[src/rtl/key_scan_if.sv]
// Signal bundle between the keypad scanner and the board matrix / application logic.
// master = scanner side (drives rows and key reports), slave = matrix/consumer side.
interface key_scan_if;
    logic [3:0] col;
    logic [3:0] row;
    logic [3:0] key_code;
    logic       key_valid;
    logic       key_down;

    modport master (
        input  col,
        output row,
        output key_code,
        output key_valid,
        output key_down
    );

    modport slave (
        output col,
        input  row,
        input  key_code,
        input  key_valid,
        input  key_down
    );
endinterface

[src/rtl/key_scan.sv]
// 4x4 matrix-keypad scanner: one row low per slot, columns read back, frames debounced.
// state     | meaning
// IDLE      | no key accepted, waiting for a hit frame
// PRESS_DEB | counting consecutive frames with the same candidate code
// HELD      | press accepted, key_down high
// REL_DEB   | counting consecutive empty frames before release
module key_scan #(
    parameter int unsigned SCAN_DIV        = 50000,
    parameter int unsigned DEBOUNCE_FRAMES = 5
) (
    input  logic       CLK,
    input  logic       RST,
    key_scan_if.master kif
);

    localparam logic [15:0] DIV_LAST = 16'(SCAN_DIV - 1);
    localparam logic [7:0]  DEB_N    = 8'(DEBOUNCE_FRAMES);

    typedef enum logic [1:0] {
        IDLE      = 2'd0,
        PRESS_DEB = 2'd1,
        HELD      = 2'd2,
        REL_DEB   = 2'd3
    } state_t;

    state_t      state_q, state_d;
    logic [3:0]  col_m_q, col_s_q;
    logic [15:0] div_q, div_d;
    logic [1:0]  r_q, r_d;
    logic        hit_q, hit_d;
    logic [3:0]  code_q, code_d;
    logic [3:0]  cand_q, cand_d;
    logic [7:0]  cnt_q, cnt_d;
    logic [3:0]  key_code_q, key_code_d;
    logic        key_valid_q, key_valid_d;
    logic        key_down_q, key_down_d;

    logic        tick;
    logic        frame_done;
    logic [3:0]  col_low;
    logic        any_low;
    logic [1:0]  col_idx;
    logic        frame_hit;
    logic [3:0]  frame_code;
    logic [7:0]  cnt_inc;

    always_comb begin
        col_low = ~col_s_q;
        any_low = |col_low;
        col_idx = 2'd0;
        if (col_low[0])      col_idx = 2'd0;
        else if (col_low[1]) col_idx = 2'd1;
        else if (col_low[2]) col_idx = 2'd2;
        else if (col_low[3]) col_idx = 2'd3;

        tick       = (div_q == DIV_LAST);
        frame_done = tick && (r_q == 2'd3);
        // An earlier row already latched wins, which gives the lowest code overall.
        frame_hit  = hit_q | any_low;
        frame_code = hit_q ? code_q : {2'd3, col_idx};
        cnt_inc    = cnt_q + 8'd1;

        div_d       = tick ? 16'd0 : div_q + 16'd1;
        r_d         = tick ? r_q + 2'd1 : r_q;
        hit_d       = hit_q;
        code_d      = code_q;
        state_d     = state_q;
        cand_d      = cand_q;
        cnt_d       = cnt_q;
        key_code_d  = key_code_q;
        key_valid_d = 1'b0;
        key_down_d  = key_down_q;

        if (tick) begin
            if (r_q != 2'd3) begin
                if (!hit_q && any_low) begin
                    hit_d  = 1'b1;
                    code_d = {r_q, col_idx};
                end
            end else begin
                hit_d  = 1'b0;
                code_d = 4'd0;
            end
        end

        if (frame_done) begin
            case (state_q)
                IDLE: begin
                    if (frame_hit) begin
                        cand_d  = frame_code;
                        cnt_d   = 8'd1;
                        state_d = PRESS_DEB;
                    end
                end
                PRESS_DEB: begin
                    if (frame_hit && (frame_code == cand_q)) begin
                        cnt_d = cnt_inc;
                        if (cnt_inc == DEB_N) begin
                            key_code_d  = cand_q;
                            key_valid_d = 1'b1;
                            key_down_d  = 1'b1;
                            state_d     = HELD;
                        end
                    end else begin
                        cnt_d   = 8'd0;
                        state_d = IDLE;
                    end
                end
                HELD: begin
                    if (!frame_hit) begin
                        cnt_d   = 8'd1;
                        state_d = REL_DEB;
                    end
                end
                REL_DEB: begin
                    if (frame_hit) begin
                        state_d = HELD;
                    end else begin
                        cnt_d = cnt_inc;
                        if (cnt_inc == DEB_N) begin
                            key_down_d = 1'b0;
                            state_d    = IDLE;
                        end
                    end
                end
                default: state_d = IDLE;
            endcase
        end
    end

    always_ff @(posedge CLK or posedge RST) begin
        if (RST) begin
            col_m_q     <= 4'hF;
            col_s_q     <= 4'hF;
            div_q       <= 16'd0;
            r_q         <= 2'd0;
            hit_q       <= 1'b0;
            code_q      <= 4'd0;
            state_q     <= IDLE;
            cand_q      <= 4'd0;
            cnt_q       <= 8'd0;
            key_code_q  <= 4'd0;
            key_valid_q <= 1'b0;
            key_down_q  <= 1'b0;
        end else begin
            col_m_q     <= kif.col;
            col_s_q     <= col_m_q;
            div_q       <= div_d;
            r_q         <= r_d;
            hit_q       <= hit_d;
            code_q      <= code_d;
            state_q     <= state_d;
            cand_q      <= cand_d;
            cnt_q       <= cnt_d;
            key_code_q  <= key_code_d;
            key_valid_q <= key_valid_d;
            key_down_q  <= key_down_d;
        end
    end

    assign kif.row       = ~(4'b0001 << r_q);
    assign kif.key_code  = key_code_q;
    assign kif.key_valid = key_valid_q;
    assign kif.key_down  = key_down_q;

endmodule

[src/flat_wrapper.sv]
// flat-port wrapper written by rule: the top's interface ports become plain ports
module key_scan_flat 
#(
    parameter int unsigned SCAN_DIV        = 50000,
    parameter int unsigned DEBOUNCE_FRAMES = 5
)
  (CLK, RST, kif_col, kif_row, kif_key_code, kif_key_valid, kif_key_down);
  key_scan_if kif_i ();
  input  logic CLK;
  input  logic RST;
  input wire logic [$bits(kif_i.col)-1:0] kif_col;
  output wire logic [$bits(kif_i.row)-1:0] kif_row;
  output wire logic [$bits(kif_i.key_code)-1:0] kif_key_code;
  output wire logic [$bits(kif_i.key_valid)-1:0] kif_key_valid;
  output wire logic [$bits(kif_i.key_down)-1:0] kif_key_down;
  assign kif_i.col = kif_col;
  assign kif_row = kif_i.row;
  assign kif_key_code = kif_i.key_code;
  assign kif_key_valid = kif_i.key_valid;
  assign kif_key_down = kif_i.key_down;
  key_scan #(.SCAN_DIV(SCAN_DIV), .DEBOUNCE_FRAMES(DEBOUNCE_FRAMES)) u_core (.CLK(CLK), .RST(RST), .kif(kif_i));
endmodule
[config.mk]
export PLATFORM = sky130hd
export DESIGN_NAME = key_scan_flat
export DESIGN_NICKNAME = d
export VERILOG_FILES = /design/src/rtl/key_scan_if.sv /design/src/rtl/key_scan.sv /design/src/flat_wrapper.sv
export SDC_FILE = /design/constraint.sdc
export NUM_CORES = 1
export LEC_CHECK = 0
export CAP_MARGIN = 5
export CORE_ASPECT_RATIO = 1.5
export CORE_MARGIN = 5
export CORE_UTILIZATION = 53
export DETAILED_ROUTE_END_ITERATION = 8
export GPL_TIMING_DRIVEN = 0
export PLACE_DENSITY = 0.75
export SLEW_MARGIN = 30
export SYNTH_ARGS = -nofsm -noshare
export SYNTH_HDL_FRONTEND = slang
export SYNTH_SLANG_ARGS = --single-unit
[constraint.sdc]
create_clock -name CLK -period 2.1 [get_ports CLK]
set_input_delay 0.315 -clock CLK [delete_from_list [all_inputs] [get_ports CLK]]
set_output_delay 0.315 -clock CLK [all_outputs]
set_load 0.05 [all_outputs]
== After elaboration in Yosys (flattened, before gate mapping) ==
Index checks and enable logic that the tools add are counted.
Word-level totals
  flip-flop bits (word level): 51
  input bits: 6
  output and inout bits: 10
  logic and storage cells: 80
Operators by class
  add/sub/neg operators: 3
  equal/unequal tests: 17
  shift operators: 1
  muxes and demuxes: 31
  bitwise logic cells: 3
  reduce and logical (&&, ||, !) cells: 13
Operator list (number)
  8-bit 2-to-1 mux: 4
  8-bit case mux with 4 select lines: 1
  2-bit 2-to-1 mux: 10
  16-bit by 1-bit adder with 16-bit output, second input constant: 1
  16-bit equality test, second input constant: 1
  16-bit 2-to-1 mux: 1
  4-bit 2-to-1 mux: 3
  1-bit 2-to-1 mux: 10
  8-bit by 1-bit adder with 8-bit output, second input constant: 1
  8-bit by 3-bit equality test with 1-bit output, second input constant: 1
  2-bit by 1-bit inequality test with 1-bit output, second input constant: 4
  2-bit inequality test, second input constant: 4
  4-bit inverter: 2
  2-bit case mux with 4 select lines: 1
  4-bit AND reduction: 2
  2-bit equality test, second input constant: 3
  6-bit AND reduction: 1
  5-bit AND reduction: 1
  4-bit equality test: 1
  4-bit OR reduction: 1
  1-bit by 2-bit << shifter with 4-bit output, first input constant: 1
  1-bit logical AND: 3
  3-bit by 1-bit inequality test with 1-bit output, second input constant: 1
  3-bit inequality test, second input constant: 1
  other kinds (9): 9

== Logic depth before layout (Yosys ltp) ==
  word-level depth: 11
  gate-level depth with buffers: 9
  mapped depth without buffers: 7

== Worst setup path after synthesis ==
Ideal clock, no wire load.
  path type: flip-flop to flip-flop
  start point: reg u_core.cnt_q[0]
  end point: reg u_core.key_code_q[0], in the netlist u_core.kif.key_code[0]
  setup time: 0.125 ns
  arrival: 2.039 ns
  data required time: 1.975 ns
  slack: -0.064 ns
  cell stages (with the launch flop): 7
  path buffers: 0
  period minus slack after synthesis: 2.164 ns
  cell sequence: dfrtp_1 -> ha_1 -> or2b_1 -> o32ai_2 -> nand4b_2 -> nor4_4 -> mux2_4
On the way
  word-level cells in the longest chain between the ends: 3
Ends and longest elaborated chain
  start, declared: RTL line key_scan.sv:33  | logic [7:0] cnt_q, cnt_d;
  start signal, assigned: RTL line key_scan.sv:154  | cnt_q <= cnt_d;
  8-bit by 1-bit adder with 8-bit output: RTL line key_scan.sv:61  | cnt_inc = cnt_q + 8'd1;
  8-bit by 3-bit equality test with 1-bit output: RTL line key_scan.sv:98  | if (cnt_inc == DEB_N) begin
  4-bit AND reduction (no line)
  end signal, assigned: RTL line key_scan.sv:155  | key_code_q <= key_code_d;
  end, declared: RTL line key_scan.sv:34  | logic [3:0] key_code_q, key_code_d;
No other way between the ends.
A chain may end at the register's enable or synchronous reset.

== Final worst setup path ==
  start point: reg u_core.col_s_q[0]
  end point: reg u_core.key_code_q[3], in the netlist u_core.kif.key_code[3]
On the way
  word-level cells in the longest chain between the ends: 6
  elaborated cells on any way between the ends: 8
  those cells by class: 1 x eq/ne; 2 x mux; 2 x bitwise; 3 x reduce/logical
Ends and longest elaborated chain
  start, declared: RTL line key_scan.sv:27  | logic [3:0] col_m_q, col_s_q;
  start signal, assigned: RTL line key_scan.sv:147  | col_s_q <= col_m_q;
  4-bit inverter (*): RTL line key_scan.sv:48  | col_low = ~col_s_q;
  2-bit 2-to-1 mux: RTL line key_scan.sv:51  | if (col_low[0]) col_idx = 2'd0;
  4-bit 2-to-1 mux: RTL line key_scan.sv:60  | frame_code = hit_q ? code_q : {2'd3, col_idx};
  4-bit equality test: RTL line key_scan.sv:96  | if (frame_hit && (frame_code == cand_q)) begin
  1-bit logical AND (*): RTL line key_scan.sv:96
  4-bit AND reduction (no line) (*)
Mark *: on every way between the ends. The rest lies on a longest branch, timed or not.

==> flow_metrics.tcl <==
set metrics [dict create \
    yosysSeqAreaShare_pct 49.7 \
    relSlewSlack_pct 58.3 \
    cts_hold_buf 0 \
    grt_pass1_vias 1992 \
    synth-edff-count 0 \
    final_cells 348 \
    place_ws_ns -0.224 \
    cap_violations 0 \
    drc 0 \
    peakVddDrop_mv 0.370 \
    switching_share_pct 23.2 \
    async_flop_share_pct 100 \
    cts_tree "yes" \
    crit_required_ns 2.30 \
    drt_iter0_drc 119 \
    slowest_delay_ns 0.60 \
    p_seq_share_pct 61.2 \
    cellPowerDensity_mw_per_mm2 510 \
    internal-power_w 0.00126 \
    power.static_leakage_nw 1.36 \
    synth_cells 242 \
    p_clk_share_pct 35.1 \
    antenna_found_initial 0 \
    wl_per_cell_um 15.1 \
    fin_crit_ns 2.15 \
    post_synth_num_cell_types 53 \
    track_usage_pct 18.6 \
    postRouteAntennaNets 0 \
    combPwrFrac_pct 3.7 \
    synth_fp_nets 257 \
    cp-start-kind "flip-flop" \
    setup_viol 4 \
    synth_area_per_cell_um2 10.7 \
    fmax_mhz 465 \
    clk_pin_slew_ns 0.10 \
    final_common_cell "dfrtp_1" \
    n_antenna_cell 0 \
    core_mm2 0.00477 \
    cp_num_buf_inv 1 \
    chipHeight_um 95.6 \
    synth_seq_cells 51 \
    hold_class "flip-flop to flip-flop" \
    mostFrequentLayoutCells "42 x dfrtp_1, 20 x nand2_1, 18 x nor2_1, 18 x buf_4, 14 x inv_1" \
    clk-insertion-delay-late_ns 0.31 \
    ys.warnings.count 0 \
    ys.flop_type "dfrtp_1" \
    criticalPathCategory "flip-flop to flip-flop" \
    first_pass_iters 4 \
    slowest_stage "dfstp_2" \
    switching_power_w 0.000381 \
    nFillCells 358 \
    p_total_w 0.00164 \
    cp.arrival_ns 2.35 \
    dpl.hpwl_um 3080 \
    critPathCaptureType "flip-flop" \
    avgViaCountPerCell 5.45 \
    start_util_pct 54.3 \
    grt_max_degree 52 \
    skew_ns 0.00828 \
    worst_slack_ns -0.0488 \
    drive_above_1_share_pct 26.6 \
    layout.nets 296 \
    cts_buffers 5 \
    worst_pin_slew_ns 0.625 \
    root_buffer "clkbuf_8" \
    min_period_over_period_pct 102 \
    status "complete, but fails checks" \
    cp_max_fo 5 \
    syn_area_mm2 0.00259 \
    violations "negative setup slack" \
    drt_wl_total_um 5260 \
    ioPinCount 16 \
    dpl_cell_area_mm2 0.00283 \
    portBuffers 15 \
    hold_viol_final 0 \
    utilization_pct 67.3 \
    fp.dieW_um 67.1 \
    drv_slew 0 \
    overflow 0 \
    grt_pass1_wl_um 9110 \
    rsz0062_at_grt "true" \
    clock_sinks 51 \
    rows 31 \
    num_vias 1897 \
    fin_area_mm2 0.00321 \
    die_area_mm2 0.00641 \
    worst_path_dominant_cell_family "flip-flops" \
    clockBufferDepth 2 \
    dp_cells 323 \
    crit_chain "nand2_2 -> o31ai_4 -> xnor2_2 -> nand3_2 -> nor4_4 -> buf_4 -> mux2_4" \
    routabilityCongestion 0.830 \
    syn_to_final_growth_pct 24.0 \
    cts.htree.levels 2 \
]
==> what timing repair did <==
item / 4_1_cts / 5_1_grt
endpoints found under the setup margin: 16 / 21
pin swaps: 9 / 8
hold endpoints to repair: 0 / 0
resized for setup: 21 / 20
setup buffers: 13 / 6
==> cell usage after synthesis, types with 6 or more instances <==
cell / count / area (um^2)
o31ai_1: 6 / 45.0
xnor2_1: 12 / 105
xor2_1: 7 / 61.3
dfstp_2: 8 / 210
dfrtp_1: 43 / 1080
nand3_1: 13 / 65.1
ha_1: 9 / 113
inv_1: 15 / 56.3
o21ai_0: 14 / 70.1
a31oi_1: 6 / 37.5
nor2_1: 20 / 75.1
nand2_1: 22 / 82.6
==> worst reg2reg max path, cell delays in order (launching register included) <==
cell     delay (ns)
dfstp_2        0.60
nand2_2        0.09
o31ai_4        0.23
xnor2_2        0.18
nand3_2        0.15
nor4_4         0.29
buf_4          0.20
mux2_4         0.30
==> area by class of cell <==
cell class	count	area [um^2]	share of cell area, %
well taps	66	82.6	2.57
multi-input cells	169	1360	42.3
clock inverters	3	18.8	0.585
repair buffers	34	294	9.16
flip-flops and latches	51	1290	40.1
plain buffers	5	41.3	1.29
inverters	15	58.8	1.83
clock buffers	5	68.8	2.14
==> sequential cells by signal, indices dropped and copies added (netlist names), 2 cells and up <==
register             count
u_core.code_q            4
u_core.state_q           2
u_core.col_m_q           4
u_core.cand_q            4
u_core.col_s_q           4
u_core.cnt_q             8
u_core.kif.key_code      4
u_core.div_q            16
u_core.r_q               2
==> power groups by stage <==
stage | Clock (W) | Sequential (W) | Combinational [W]
after CTS | 0.000596 | 0.00100 | 0.0000482
after floorplan | 0 | 0.00102 | 0.0000257
after global placement | 0 | 0.00102 | 0.0000418
final | 0.000575 | 0.00100 | 0.0000605
after detailed placement | 0 | 0.00102 | 0.0000438
after global routing | 0.000628 | 0.00100 | 0.0000680
==> through the flow <==
stage / hold WS (ns) / setup TNS, ns
floorplan: 0.319 / 0
global placement: 0.346 / -15.97
detailed placement: 0.347 / -1.20
CTS: 0.361 / -0.0634
global route: 0.364 / -0.585
finish: 0.360 / -0.176
==> cell families (layout without fill, tap and decap cells) <==
group,Yosys count,count (layout),share of synthesized area (%)
xor gates and xnor gates,19,19,6.43
muxes,9,9,4.44
and+or+nand+nor,91,91,20.5
AOI/OAI and AO/OA,41,41,10.9
adders and majority gates,9,9,4.35
buffers and inverters,22,62,3.72
DFF,51,51,49.7
==> path summary, 6_finish.rpt <==
kind | slack (ns) | depth (start not counted) | from | end
setup / recovery | -0.05 | 7 | u_core.col_s_q[0] | u_core.kif.key_code[3]
hold / removal | 0.36 | 0 | u_core.col_m_q[1] | u_core.col_s_q[1]
setup reg to reg | -0.05 | 7 | u_core.col_s_q[0] | u_core.kif.key_code[3]
hold reg to reg | 0.36 | 0 | u_core.col_m_q[1] | u_core.col_s_q[1]
max in group asynchronous | 1.22 | 2 | RST | u_core.cnt_q[0]
min in group asynchronous | 0.43 | 2 | RST | u_core.cnt_q[2]
==> metal layers <==
layer  share of wire, %  track usage (%)
met2                 53             32.5
met1                 41             21.9
met4                2.5             8.80
met3                3.0             2.95
met5                  0                0
Note: power is estimated with default switching activity, not from simulation.
